<file path="src/rtl/loop_mixer.sv">
// loop_mixer: snapshots the live ADC sample per frame as SRAM write data,
// sums the read samples of playing banks, and emits one saturated DAC
// sample per frame when the memory controller signals mix_data.
module loop_mixer #(
    parameter int unsigned DATA_W = 16
) (
    input  logic              clk_100MHz,
    input  logic              rst,
    input  logic              pulse,
    input  logic [DATA_W-1:0] adc_sample,
    input  logic              adc_valid,
    input  logic              monitor_en,
    input  logic [15:0]       playing,
    input  logic [15:0]       recording,
    input  logic [3:0]        mem_bank,
    input  logic              data_ready,
    input  logic              mix_data,
    input  logic              write_zero,
    input  logic [DATA_W-1:0] read_data,
    output logic [DATA_W-1:0] write_data,
    output logic [DATA_W-1:0] dac_sample,
    output logic              dac_valid,
    output logic              clip,
    output logic              overrun
);

    // 16 banks plus the live monitor term need 5 guard bits
    localparam int unsigned ACC_W = DATA_W + 5;

    localparam logic signed [ACC_W-1:0] SAT_MAX =
        {{(ACC_W-DATA_W+1){1'b0}}, {(DATA_W-1){1'b1}}};
    localparam logic signed [ACC_W-1:0] SAT_MIN =
        {{(ACC_W-DATA_W+1){1'b1}}, {(DATA_W-1){1'b0}}};

    typedef enum logic [1:0] {
        IDLE  = 2'd0,
        ACCUM = 2'd1,
        SAT   = 2'd2
    } state_t;

    state_t                   state;
    state_t                   state_d;
    logic [DATA_W-1:0]        in_hold;
    logic [DATA_W-1:0]        frame_in;
    logic signed [ACC_W-1:0]  acc;
    logic signed [ACC_W-1:0]  acc_d;
    logic signed [ACC_W-1:0]  acc_load;
    logic signed [ACC_W-1:0]  acc_next;
    logic                     hit;
    logic [DATA_W-1:0]        dac_sample_d;
    logic                     dac_valid_d;
    logic                     clip_d;
    logic                     overrun_d;

    // Input capture: latest ADC sample, frozen once per frame for recording
    always_ff @(posedge clk_100MHz) begin
        if (rst) begin
            in_hold    <= '0;
            frame_in   <= '0;
            write_data <= '0;
        end else begin
            if (adc_valid) in_hold <= adc_sample;
            if (pulse)     frame_in <= in_hold;
            write_data <= write_zero ? '0 : frame_in;
        end
    end

    // Per-access contribution and frame start value
    always_comb begin
        hit      = data_ready & playing[mem_bank] & ~recording[mem_bank];
        acc_next = acc + (hit ? ACC_W'($signed(read_data)) : '0);
        acc_load = monitor_en ? ACC_W'($signed(in_hold)) : '0;
    end

    // State register
    always_ff @(posedge clk_100MHz) begin
        if (rst) state <= IDLE;
        else     state <= state_d;
    end

    // Next-state, accumulator and output-register next values
    always_comb begin
        state_d      = state;
        acc_d        = acc;
        dac_sample_d = dac_sample;
        dac_valid_d  = 1'b0;
        clip_d       = clip;
        overrun_d    = 1'b0;
        case (state)
            IDLE: begin
                if (pulse) begin
                    acc_d   = acc_load;
                    state_d = ACCUM;
                end
            end
            ACCUM: begin
                acc_d = acc_next;
                if (mix_data) begin
                    state_d = SAT;
                end else if (pulse) begin
                    // frame never closed: discard it and restart
                    acc_d     = acc_load;
                    overrun_d = 1'b1;
                end
            end
            SAT: begin
                dac_valid_d = 1'b1;
                if (acc > SAT_MAX) begin
                    dac_sample_d = DATA_W'(SAT_MAX);
                    clip_d       = 1'b1;
                end else if (acc < SAT_MIN) begin
                    dac_sample_d = DATA_W'(SAT_MIN);
                    clip_d       = 1'b1;
                end else begin
                    dac_sample_d = DATA_W'(acc);
                    clip_d       = 1'b0;
                end
                if (pulse) begin
                    acc_d   = acc_load;
                    state_d = ACCUM;
                end else begin
                    state_d = IDLE;
                end
            end
            default: state_d = IDLE;
        endcase
    end

    // Accumulator and output registers
    always_ff @(posedge clk_100MHz) begin
        if (rst) begin
            acc        <= '0;
            dac_sample <= '0;
            dac_valid  <= 1'b0;
            clip       <= 1'b0;
            overrun    <= 1'b0;
        end else begin
            acc        <= acc_d;
            dac_sample <= dac_sample_d;
            dac_valid  <= dac_valid_d;
            clip       <= clip_d;
            overrun    <= overrun_d;
        end
    end

endmodule

</file>
<file path="config.mk">
export PLATFORM = sky130hd
export DESIGN_NAME = loop_mixer
export DESIGN_NICKNAME = d
export VERILOG_FILES = /design/src/rtl/loop_mixer.sv
export SDC_FILE = /design/constraint.sdc
export NUM_CORES = 1
export LEC_CHECK = 0
export CAP_MARGIN = 20
export CORE_UTILIZATION = 50
export CTS_BUF_LIST = sky130_fd_sc_hd__clkbuf_4 sky130_fd_sc_hd__clkbuf_8 sky130_fd_sc_hd__clkbuf_16
export DETAILED_ROUTE_END_ITERATION = 8
export HOLD_SLACK_MARGIN = 0.15
export PLACE_DENSITY = 0.79
export SKIP_CTS_REPAIR_TIMING = 1
export SLEW_MARGIN = 0
export SYNTH_ARGS = -nofsm -noshare
export SYNTH_HDL_FRONTEND = slang
export SYNTH_SLANG_ARGS = --single-unit
export TNS_END_PERCENT = 50
</file>
<file path="constraint.sdc">
create_clock -name clk_100MHz -period 6.6 [get_ports clk_100MHz]
set_input_delay 1.65 -clock clk_100MHz [delete_from_list [all_inputs] [get_ports clk_100MHz]]
set_output_delay 1.65 -clock clk_100MHz [all_outputs]
set_load 0.02 [all_outputs]
</file>
* Yosys cells after proc, flatten, opt, wreduce, memory -nomap -nowiden
Cells that the tools add are included.
Operators by class: bitwise operators 4, add/subtract/negate cells 1, mux-type cells 20, eq/ne operators 5, $lt $le $gt $ge 3, reductions and logical operators 7
Operators with widths (number):
- 21-bit 2-to-1 mux | 5
- 21-bit case mux with 2 select lines | 1
- 16-bit 2-to-1 mux | 2
- 21-bit adder | 1
- 21-bit by 16-bit > comparator with 1-bit output, second input constant | 1
- 21-bit by 16-bit < comparator with 1-bit output, second input constant | 1
- 1-bit binary-select mux with 4-bit select | 2
- 1-bit 2-to-1 mux | 7
- 2-bit case mux with 3 select lines | 1
- 4-bit by 5-bit < comparator with 1-bit output, second input constant | 1
- 2-bit 2-to-1 mux | 2
- 2-bit inequality test, second input constant | 2
- 2-bit AND reduction | 2
- 2-bit OR reduction | 2
- 3-bit OR reduction | 1
- 1-bit AND | 2
- 2-bit by 1-bit == test with 1-bit output, second input constant | 1
- 2-bit == test, second input constant | 1
- 2-bit logical NOT | 1
- 2-bit by 1-bit inequality test with 1-bit output, second input constant | 1
- 1-bit NOT | 2
- 2-bit nonzero test | 1
Storage, ports and cells: output and inout bits 35, bits of input ports 76, flip-flop bits (word level) 90

* Logic depth before layout (Yosys ltp)
Gate-level depths: netlist (run 1).
depth in word-level cells 9, depth in mapped cells 17

* Least setup slack after synthesis (run 1)
OpenSTA, ideal clock, no wires.
path kind input to register, start point in mem_bank[0], end point reg acc[20], arrival 5.001 ns, required time 6.473 ns, slack 1.472 ns, buffers on the path 2, stages on the path 17, path through buf_6 nor2_1 a211o_1 a41oi_1 nor4_1 or2_2 buf_2 and2_1 ha_1 fa_1 a211oi_1 nor3_2 o221ai_1 o21ai_0 a211oi_1 nor4bb_1 or3_1
On the way: longest elaborated chain between the ends 9, elaborated cells on any way between the ends 12
Ends and longest elaborated chain:
- start: declaration | RTL line 15 | input logic [3:0] mem_bank,
- 1-bit binary-select mux with 4-bit select | RTL line 70 | hit = data_ready & playing[mem_bank] & ~recording[mem_bank];
- 1-bit 2-to-1 mux (not written as such) | RTL line 70
- 1-bit AND or 1-bit NOT (tied branches) | RTL line 70
- 1-bit AND * | RTL line 70
- 21-bit 2-to-1 mux * | RTL line 71 | acc_next = acc + (hit ? ACC_W'($signed(read_data)) : '0);
- 21-bit adder * | RTL line 71
- 21-bit 2-to-1 mux | RTL line 100 | end else if (pulse) begin
- 21-bit 2-to-1 mux * | RTL line 98 | if (mix_data) begin
- 21-bit case mux with 2 select lines * | RTL line 89 | case (state)
- end signal: assignment | RTL line 132 | acc <= '0;
- end signal: assignment | RTL line 138 | acc <= acc_d;
- end: declaration | RTL line 45 | logic signed [ACC_W-1:0] acc;
Every way passes the cells marked *; elsewhere a longest branch is shown, timed or not. The select of a mux whose other input is x is not followed. A chain may end at the register's enable or synchronous reset.

* Worst setup path in the final report (run 1)
Same ends and word-level chain as after synthesis.

==> results of run 1 <==
through the flow:
stage / std cells / instance area, sq um / setup slack [ps]
after floorplan: 548 / 4640 / 1470
after global placement: 739 / 5770 / 758
after detailed placement: 739 / 5770 / 553
after CTS: 755 / 6000 / 907
after global routing: 756 / 6010 / 586
final: 756 / 6010 / 872
how the worst max path moves through the flow:
stage / from / cells after the start / end / slack [ps]
6_report: mem_bank[0] / 16 / acc[20] / 870
5_1_grt: mem_bank[0] / 16 / acc[20] / 590
4_1_cts: mem_bank[0] / 16 / acc[20] / 910
3_5_place_dp: mem_bank[0] / 16 / acc[20] / 550
3_3_place_gp: mem_bank[0] / 16 / acc[20] / 760
2_1_floorplan: mem_bank[0] / 17 / acc[20] / 1470
cell type report:
class	count	area, sq um	area share, %
clock buffers	10	131	2.19
clock inverters	6	96.3	1.60
inverters	11	42.5	0.708
multi-input cells	417	2680	44.5
flip-flops and latches	90	1800	30.0
well taps	108	135	2.25
repair buffers	114	1130	18.7
flip-flops by register name, summed over array words and instances, names as in the netlist:
name,count
dac_sample,16
in_hold,16
frame_in,16
write_data,16
acc,21
clip,1
overrun,1
state,2
dac_valid,1
cells by family after synthesis:
kind of cell | synth area share [%]
multiplexers | 7.76
XOR/XNOR | 2.45
AND/OR/NAND/NOR | 24.2
buffers and inverters | 3.56
adder cells (fa/ha/maj) | 5.82
flip-flops | 38.8
AO/OA/AOI/OAI | 17.4
where the power goes:
part | switching [W] | leakage, nW | internal, W | total, W
Sequential | 0.0000221 | 0.734 | 0.000568 | 0.000590
Clock | 0.000207 | 0.113 | 0.000223 | 0.000430
Combinational | 0.000117 | 1.61 | 0.000110 | 0.000228
layer usage:
layer / global-route usage [%] / part of all wire (%) / vias up
met2: 42.1 / 45 / 142
met1: 35.3 / 47 / 2048
li1: - / - / 2140
met3: 5.58 / 6.3 / 20
met5: 0 / 0 / -
met4: 9.07 / 2.0 / 0
Yosys cell counts, types with 8 or more instances:
| cell type | count | area, sq um |
|---|---|---|
| nor2b_1 | 9 | 56.3 |
| nand2b_1 | 8 | 50.1 |
| xnor2_1 | 8 | 70.1 |
| ha_1 | 20 | 250 |
| nor3_1 | 32 | 160 |
| a21o_1 | 8 | 60.1 |
| inv_1 | 9 | 33.8 |
| nand3_1 | 8 | 40.0 |
| and2_1 | 37 | 231 |
| clkbuf_1 | 24 | 90.1 |
| nand2_1 | 25 | 93.8 |
| mux2i_1 | 36 | 360 |
| dfxtp_1 | 90 | 1800 |
| a21oi_1 | 39 | 195 |
| o21ai_0 | 17 | 85.1 |
| nor2_1 | 76 | 285 |
cells in the final DEF (no fill, tap or decap), drive strengths merged, types with 3 or more instances in the layout:
cell and n:
clkdlybuf4s50 109, dfxtp 90, nor2 76, a21oi 39, and2 37, mux2i 36, nor3 33, nand2 26
ha 20, o21ai 20, inv 12, clkbuf 10, nor2b 9, nand2b 8, a21o 8, xnor2 8
nand3 8, o22ai 6, a311oi 6, a211oi 6, and3 6, a221oi 5, xor2 5, o21bai 5
o211ai 5, buf 5, nand4 4, o21a 4, o311ai 3, nor3b 3, or3 3, and2b 3
==> key figures, run 1 <==
Run status
  • Status: complete, but fails checks
  • Failing checks: DRC

Synthesis
  • Sequential-to-total area share from yosys stat: 38.8%
  • Post-synthesis cell area: 0.00464 sq mm
  • Async S/R FF share, synth: 0%
  • Syn Area/Cell: 8.47 sq um
  • Top_reg_cell synth: dfxtp_1
  • #FFs+latches synth: 90
  • EDFF count, synth: 0
  • YS warnings: 0
  • Netlist cell types: 59
  • Syn nets: 645
  • Gate Count Post-Synth: 548

STA
  • WHS: 469 ps
  • Max Slew Vio Count: 0
  • Crit path time final: 5730 ps
  • Fin Setup TNS: 0 ps
  • Max Clk Rate: 175 MHz
  • Final Hold Fails: 0
  • Rel. slew slack: 26.2%
  • Fin crit share: 86.8%
  • Setup Skew: 16.6 ps
  • Final setup vio count: 0
  • Unrepaired setup endpoints after global routing: no
  • Worst-margin pin slew: 1100 ps

Layout
  • Area Overhead vs Synth: 29.4%
  • Fill cells: 734
  • Layout cell share with drive strength beyond 1: 4.32%
  • Layout net count: 740
  • Final Util: 67.9%
  • Antenna cell count: 0

Global routing
  • Overall routing resource usage: 26.4%
  • Initial antenna violation count: 0
  • Number of global-route vias before repair: 4339
  • Aggregate global routing overflow: 0
  • Pin count of the biggest net entering global routing: 61
  • First-pass GRT wire length: 20700 um

Clock tree
  • Num CTS Buffers: 9
  • CTS Sinks: 90
  • Max Root-Sink Buffers: 2
  • Clk_lat worst skew: 360 ps
  • H-tree depth: 3
  • CTS tree: built
  • Clk pin slew, worst setup/hold paths: 90 ps
  • Root Driver: clkbuf_8

Die
  • IO Count: 111
  • Die Area: 0.00967 sq mm
  • Die width: 98.4 um
  • Die Y: 98.4 um
  • Starting density of the core: 52.5%
  • Row Count: 34
  • Core area: 0.00885 sq mm

Min path
  • WHS Endpoint: write_data[15]
  • Worst Hold Depth: 1
  • Hold Startpoint: frame_in[15]
  • HP Class: reg -> reg

Route
  • TritonRoute pass-1 iters: 6
  • Post-route DRC violation count: 12
  • DR vias/cell: 5.75
  • Via Count: 4350
  • Final ANT Viol Nets: 0
  • WL/cell: 16.2 um
  • WL final: 12300 um
  • DR iter-0 viols: 287

Run
  • Max-cap violations: 0

Worst setup path
  • Critical path's largest stage delay: 670 ps
  • Crit end category: flop
  • Worst path top cell family by delay: compound AO/OA/AOI/OAI gates
  • R2R cell count: 9
  • Slowest CP cell: clkdlybuf4s50_1
  • WP data required: 6840 ps
  • Crit path max fanout: 10
  • Worst path bufs/invs: 1
  • R2R Setup Slk: 3740 ps
  • Reg-to-reg endpoint: acc[20]
  • Type of origin of the critical path: input pin
  • Worst Path Arrival: 5970 ps
  • Crit path kind: in -> reg
  • RR Startpoint: acc[0]
  • Most used cell, CP: a211oi_1
  • CP Cell Sequence: clkdlybuf4s50_1 > nor2_1 > a211o_1 > a41oi_1 > nor4_1 > or2_2 > and2_1 > ha_1 > fa_1 > a211oi_1 > nor3_2 > o221ai_1 > o21ai_0 > a211oi_1 > nor4bb_1 > or3_1

Power and ir drop
  • Leak Pwr: 2.46 nW
  • Peak supply drop: 0.167 mV
  • Power Density: 208 mW/mm^2
  • Tot Pwr: 0.00125 W

Placement
  • Port Buffers: 110
  • Gp weighted congestion: 0.979
  • Post-DP HPWL: 9090 um
(Power assumes the default switching activity.)
==> inputs of run 2 (changes only) <==
--- a/config.mk
+++ b/config.mk
@@ -6,11 +6,13 @@
 export NUM_CORES = 1
 export LEC_CHECK = 0
 export CAP_MARGIN = 20
-export CORE_UTILIZATION = 50
+export CELL_PAD_IN_SITES_DETAIL_PLACEMENT = 0
+export CELL_PAD_IN_SITES_GLOBAL_PLACEMENT = 1
+export CORE_UTILIZATION = 37
 export CTS_BUF_LIST = sky130_fd_sc_hd__clkbuf_4 sky130_fd_sc_hd__clkbuf_8 sky130_fd_sc_hd__clkbuf_16
 export DETAILED_ROUTE_END_ITERATION = 8
 export HOLD_SLACK_MARGIN = 0.15
-export PLACE_DENSITY = 0.79
+export PLACE_DENSITY = 0.8
 export SKIP_CTS_REPAIR_TIMING = 1
 export SLEW_MARGIN = 0
 export SYNTH_ARGS = -nofsm -noshare
==> run 2 against run 1 <==
The flow now finishes without violations. Hold slack got worse by 15 ps. Core utilization fell by 17 points. Setup slack got worse by 56 ps. Flip-flop and latch count did not move. Cell area rose by 2.9%. Register-to-register slack improved by 80 ps. Die area rose by 34%. Non-clock buffer count did not move. Clock skew barely moved. Maximum frequency fell by 0.96%. Largest cell class unchanged.
==> key figures, run 2 (synthesis results as in run 1) <==
Run status
  • Status: finished clean

STA
  • Fin Setup TNS: 0 ps (unchanged)
  • Max Slew Vio Count: 0 (unchanged)
  • Fin crit share: 87.6% (+0.84 points)
  • Worst-margin pin slew: 977 ps (-127 ps)
  • Final setup vio count: 0 (unchanged)
  • Max Clk Rate: 173 MHz (-0.96%)
  • WHS: 453 ps (-15.4 ps)
  • Final Hold Fails: 0 (unchanged)
  • Setup Skew: 17.1 ps (+0.462 ps)
  • Rel. slew slack: 34.7% (+8.5 points)
  • Crit path time final: 5780 ps (+55.5 ps)
  • Unrepaired setup endpoints after global routing: no
  • Slack of the critical path: 817 ps (-55.5 ps)

Clock tree
  • Num CTS Buffers: 9 (unchanged)
  • CTS Sinks: 90 (unchanged)
  • CTS tree: built
  • Root Driver: clkbuf_16
  • H-tree depth: 3 (unchanged)
  • Clk_lat worst skew: 350 ps (about the same)
  • Max Root-Sink Buffers: 2 (unchanged)
  • Clk pin slew, worst setup/hold paths: 70 ps (-20 ps)

Layout
  • Layout cell share with drive strength beyond 1: 4.17% (-0.15 points)
  • Most common cell after layout, fill and taps aside: clkdlybuf4s50_1
  • Fill cells: 1186 (+62%)
  • Reg with most FFs: acc
  • Layout net count: 740 (unchanged)
  • Sequential cell area: 0.00180 sq mm (unchanged)
  • Antenna cell count: 0 (unchanged)
  • Max FFs per register: 21 (unchanged)
  • Commonest non-fill, non-tap cells in the layout: clkdlybuf4s50_1 (109), dfxtp_1 (90), nor2_1 (76), a21oi_1 (39), and2_1 (37)
  • Multi-input logic area: 0.00268 sq mm (unchanged)
  • Area Overhead vs Synth: 33.2%

Worst setup path
  • WP data required: 6830 ps (about the same)
  • Crit path max fanout: 16 (+6)
  • Worst path top cell family by delay: compound AO/OA/AOI/OAI gates
  • Crit path kind: in -> reg
  • Critical path's largest stage delay: 670 ps (about the same)
  • Slowest CP cell: clkdlybuf4s50_1
  • Most used cell, CP: a211oi_1
  • Worst path bufs/invs: 1 (unchanged)
  • Crit end category: flop
  • CP Cell Sequence: clkdlybuf4s50_1 > nor2_1 > a211o_1 > a41oi_1 > nor4_1 > or2_2 > and2_1 > ha_1 > fa_1 > a211oi_1 > nor3_2 > o221ai_1 > o21ai_0 > a211oi_1 > nor4bb_1 > or3_1
  • Worst Path Arrival: 6010 ps (+40 ps)
  • Type of origin of the critical path: input pin

Global routing
  • Pin count of the biggest net entering global routing: 73 (+20%)
  • Number of global-route vias before repair: 4186 (-3.5%)
  • First-pass GRT wire length: 20800 um (+0.46%)
  • Initial antenna violation count: 0 (unchanged)
  • Overall routing resource usage: 20.3% (-6.1 points)
  • Aggregate global routing overflow: 0 (unchanged)

Power and ir drop
  • Power Density: 222 mW/mm^2 (+6.7%)
  • Combinational Power Share: 16.7% (-1.5 points)
  • Tot Pwr: 0.00137 W (+9.7%)
  • Switching power: 0.000351 W (+1.3%)
  • Peak supply drop: 0.251 mV (+51%)
  • Leak Pwr: 2.50 nW (+1.9%)
  • Switch share: 25.6% (-2.1 points)
  • Sequential Power Share: 43.1% (-4.2 points)
  • Cell-internal power: 0.00102 W (+13%)
  • Clock Power Share: 40.2% (+5.7 points)

Route
  • Final ANT Viol Nets: 0 (unchanged)
  • Via Count: 4205 (-3.3%)
  • WL/cell: 15.4 um (-5.2%)
  • TritonRoute pass-1 iters: 4 (-2)
  • Met1 wire length: 6190 um (+7.9%)
  • DR iter-0 viols: 184 (-36%)
  • DR vias/cell: 5.16 (-10%)
  • Post-route DRC violation count: 0 (-12)
  • Top layer in use: met4
  • WL met2: 5520 um (+0.36%)
  • Metal3 WL: 664 um (-14%)
  • WL final: 12500 um (+2.2%)

Placement
  • Post-DP HPWL: 9360 um (+3.0%)
  • Port Buffers: 110 (unchanged)
  • Gp weighted congestion: 0.926 (-5.4%)
  • Pre-CTS setup slack: 442 ps (-110 ps)

Die
  • Starting density of the core: 38.3% (-14 points)
  • Die Area: 0.0130 sq mm (+34%)
  • Row Count: 40 (+18%)
  • Core area: 0.0121 sq mm (+37%)
  • Die width: 114 um (+16%)
  • Die Y: 114 um (+16%)
  • IO Count: 111 (unchanged)

Run
  • Max-cap violations: 0 (unchanged)

Min path
  • HP Class: reg -> reg
run 2: cell types whose count changed in the layout (fill, tap and decap cells not counted), sizes merged:
cell / change
inv: -3
clkinv: +2
clkbuf: +1
clkinvlp: -1
run 2: path summary, 6_finish.rpt:
path	endpoint	slack, ps	start	depth (start not counted)
hold reg to reg	write_data[1]	450	frame_in[1]	1
setup reg to reg	acc[20]	3820	acc[0]	9
hold / removal	write_data[1]	450	frame_in[1]	1
setup / recovery	acc[20]	820	mem_bank[0]	16
run 2: worst reg2reg max path, delay by kind of cell, from the launching register on:
kind	cells	cell delay, ps
adders and majority gates	2	670
and+or+nand+nor	3	520
AOI/OAI and AO/OA	4	1130
DFF	1	340
run 2: metrics by stage:
step	instance area (sq um)	util, %	instances
global route	6180	51.0	815
CTS	6160	50.8	813
finish	6180	51.0	815
floorplan	4640	-	548
global placement	5840	48.2	798
detailed placement	5840	48.2	798
run 2: layout make-up:
class / count / share of cell area (%)
Clock buffer: 11 / 3.89
Sequential cell: 90 / 29.1
Clock inverter: 4 / 1.26
Tap cell: 168 / 3.40
Inverter: 11 / 0.688
Multi-Input combinational cell: 417 / 43.3
Timing Repair Buffer: 114 / 18.3
run 2: metal layers:
metal  GRT usage, %  vias to the layer above
met3           6.06                       12
met2           30.6                      103
met4           5.11                        0
met5              0                        -
li1               -                     2157
met1           28.2                     1933
run 2: power by group through the flow:
stage | clock network (W) | registers (W) | logic, W
global route | 0.000589 | 0.000594 | 0.000252
CTS | 0.000565 | 0.000590 | 0.000227
detailed placement | 0 | 0.000602 | 0.000225
global placement | 0 | 0.000602 | 0.000224
floorplan | 0 | 0.000600 | 0.000133
finish | 0.000551 | 0.000590 | 0.000228
==> inputs of run 3 (changes only) <==
--- a/config.mk
+++ b/config.mk
@@ -5,7 +5,7 @@
 export SDC_FILE = /design/constraint.sdc
 export NUM_CORES = 1
 export LEC_CHECK = 0
-export CAP_MARGIN = 20
+export CAP_MARGIN = 25
 export CELL_PAD_IN_SITES_DETAIL_PLACEMENT = 0
 export CELL_PAD_IN_SITES_GLOBAL_PLACEMENT = 1
 export CORE_UTILIZATION = 37
==> run 3 against run 2 <==
Combinational power about the same. Hold slack better by 2.0 ps. Sequential share of layout area about the same. Clock skew down 6.6 ps. Non-clock buffer count unchanged. Critical path type unchanged. Largest cell class unchanged. Largest power group unchanged.
==> key figures, run 3 (synthesis results as in run 1) <==
Layout
  • Max FFs per register: 21 (unchanged)
  • Most common cell after layout, fill and taps aside: clkdlybuf4s50_1
  • Multi-input logic area: 0.00268 sq mm (unchanged)
  • Area Overhead vs Synth: 32.9%
  • Reg with most FFs: acc
  • Layout net count: 740 (unchanged)
  • Sequential cell area: 0.00180 sq mm (unchanged)
  • Fill cells: 1202 (+1.3%)
  • Commonest non-fill, non-tap cells in the layout: clkdlybuf4s50_1 (109), dfxtp_1 (90), nor2_1 (76), a21oi_1 (39), and2_1 (37)
  • Antenna cell count: 0 (unchanged)
  • Layout cell share with drive strength beyond 1: 4.32% (+0.15 points)
  • Design area: 0.00617 sq mm (-0.16%)

Power and ir drop
  • Tot Pwr: 0.00133 W (-3.2%)
  • Peak supply drop: 0.218 mV (-13%)
  • Power Density: 215 mW/mm^2 (-3.1%)
  • Leak Pwr: 2.49 nW (-0.39%)

Global routing
  • Overall routing resource usage: 20.1% (-0.20 points)
  • First-pass GRT wire length: 20400 um (-1.8%)
  • Number of global-route vias before repair: 4163 (-0.55%)
  • Aggregate global routing overflow: 0 (unchanged)
  • Initial antenna violation count: 0 (unchanged)
  • Pin count of the biggest net entering global routing: 73 (unchanged)

Worst setup path
  • Worst path bufs/invs: 1 (unchanged)
  • Crit path max fanout: 16 (unchanged)
  • Reg-to-reg endpoint: acc[20]
  • R2R cell count: 9 (unchanged)
  • Crit path kind: in -> reg
  • Most used cell, CP: a211oi_1
  • Slowest CP cell: clkdlybuf4s50_1
  • Worst Path Arrival: 6050 ps (+40 ps)
  • R2R Setup Slk: 3790 ps (-30 ps)
  • Crit path launch: mem_bank[0]
  • CP Cell Sequence: clkdlybuf4s50_1 > nor2_1 > a211o_1 > a41oi_1 > nor4_1 > or2_2 > and2_1 > ha_1 > fa_1 > a211oi_1 > nor3_2 > o221ai_1 > o21ai_0 > a211oi_1 > nor4bb_1 > or3_1
  • RR Startpoint: acc[0]
  • Type of origin of the critical path: input pin
  • Critical path's largest stage delay: 680 ps (about the same)
  • Crit end category: flop
  • WP data required: 6840 ps (about the same)
  • Worst path top cell family by delay: compound AO/OA/AOI/OAI gates

Die
  • Die width: 114 um (unchanged)
  • Core area: 0.0121 sq mm (unchanged)
  • IO Count: 111 (unchanged)
  • Starting density of the core: 38.3% (unchanged)
  • Die Area: 0.0130 sq mm (unchanged)
  • Row Count: 40 (unchanged)
  • Die Y: 114 um (unchanged)

Clock tree
  • Max Root-Sink Buffers: 2 (unchanged)
  • Num CTS Buffers: 9 (unchanged)
  • Clk pin slew, worst setup/hold paths: 70 ps (about the same)
  • Root Driver: clkbuf_16
  • H-tree depth: 3 (unchanged)
  • Clk_lat worst skew: 350 ps (about the same)
  • CTS Sinks: 90 (unchanged)
  • CTS tree: built

STA
  • Fin crit share: 88.1% (+0.45 points)
  • Setup Skew: 10.4 ps (-6.64 ps)
  • Max Slew Vio Count: 0 (unchanged)
  • Unrepaired setup endpoints after global routing: no
  • WHS: 455 ps (+2.01 ps)
  • Max Clk Rate: 172 MHz (-0.51%)
  • Crit path time final: 5810 ps (+29.9 ps)
  • Final setup vio count: 0 (unchanged)
  • Worst-margin pin slew: 933 ps (-43.8 ps)
  • Rel. slew slack: 37.6% (+2.9 points)
  • Final Hold Fails: 0 (unchanged)
  • Fin Setup TNS: 0 ps (unchanged)

Route
  • TritonRoute pass-1 iters: 4 (unchanged)
  • WL final: 12600 um (+0.69%)
  • WL/cell: 15.5 um (+0.56%)
  • Post-route DRC violation count: 0 (unchanged)
  • DR vias/cell: 5.18 (+0.33%)
  • DR iter-0 viols: 223 (+21%)
  • Final ANT Viol Nets: 0 (unchanged)
  • Via Count: 4224 (+0.45%)

Placement
  • Port Buffers: 110 (unchanged)
  • Post-DP HPWL: 9350 um (-0.11%)
  • Post-Place Cell Area: 0.00588 sq mm (+0.60%)
  • Gp weighted congestion: 0.926 (unchanged)

Min path
  • Worst Hold Depth: 1 (unchanged)
  • HP Class: reg -> reg
  • Hold Startpoint: frame_in[1]
  • WHS Endpoint: write_data[1]

Run status
  • Status: finished clean

Run
  • Max-cap violations: 0 (unchanged)
[run 3: cell types whose count changed in the layout (fill, tap and decap cells not counted), sizes merged]
| cell | previous run | this run |
|---|---|---|
| bufinv | 2 | 0 |
| inv | 9 | 13 |
| clkinvlp | 1 | 2 |
| clkbuf | 11 | 9 |
[run 3: power by group]
group          switching (W)  total, W  internal, W
registers          0.0000221  0.000590     0.000568
clock network       0.000240  0.000505     0.000266
logic               0.000118  0.000230     0.000111
[run 3: how the worst max path moves through the flow]
stage / to / cells past startpoint
after floorplan: acc[20] / 17
after detailed placement: acc[20] / 16
after global placement: acc[20] / 16
final: acc[20] / 16
after global routing: acc[20] / 16
after CTS: acc[20] / 16
[run 3: stage by stage]
step	setup WS [ps]	util, %	cells
finish	787	51.0	816
global placement	583	48.2	798
floorplan	1470	-	548
CTS	833	51.0	816
detailed placement	440	48.5	800
global route	536	51.0	816
[run 3: area by class of cell]
type / instances / share of cell area (%)
multi-input combinational: 417 / 43.3
sequential: 90 / 29.2
timing repair buffer: 114 / 18.6
clock buffer: 9 / 3.65
tap: 168 / 3.41
clock inverter: 7 / 1.14
inverter: 11 / 0.689
[run 3: worst register-to-register path, stage by stage, from the launching register on]
cell and delay, ps:
dfxtp_1 340, ha_1 240, fa_1 430, a211oi_1 390, nor3_2 120, o221ai_1 280, o21ai_0 240, a211oi_1 260
nor4bb_1 80, or3_1 330
[run 3: routing by layer]
metal / global-route usage, % / wire, um / up-vias / share of wire (%)
met2: 31.6 / 5620 / 87 / 45
met4: 5.02 / 114 / 0 / 0.90
met5: 0 / 0 / - / 0
li1: - / - / 2150 / -
met3: 5.26 / 531 / 9 / 4.2
met1: 27.3 / 6340 / 1978 / 50
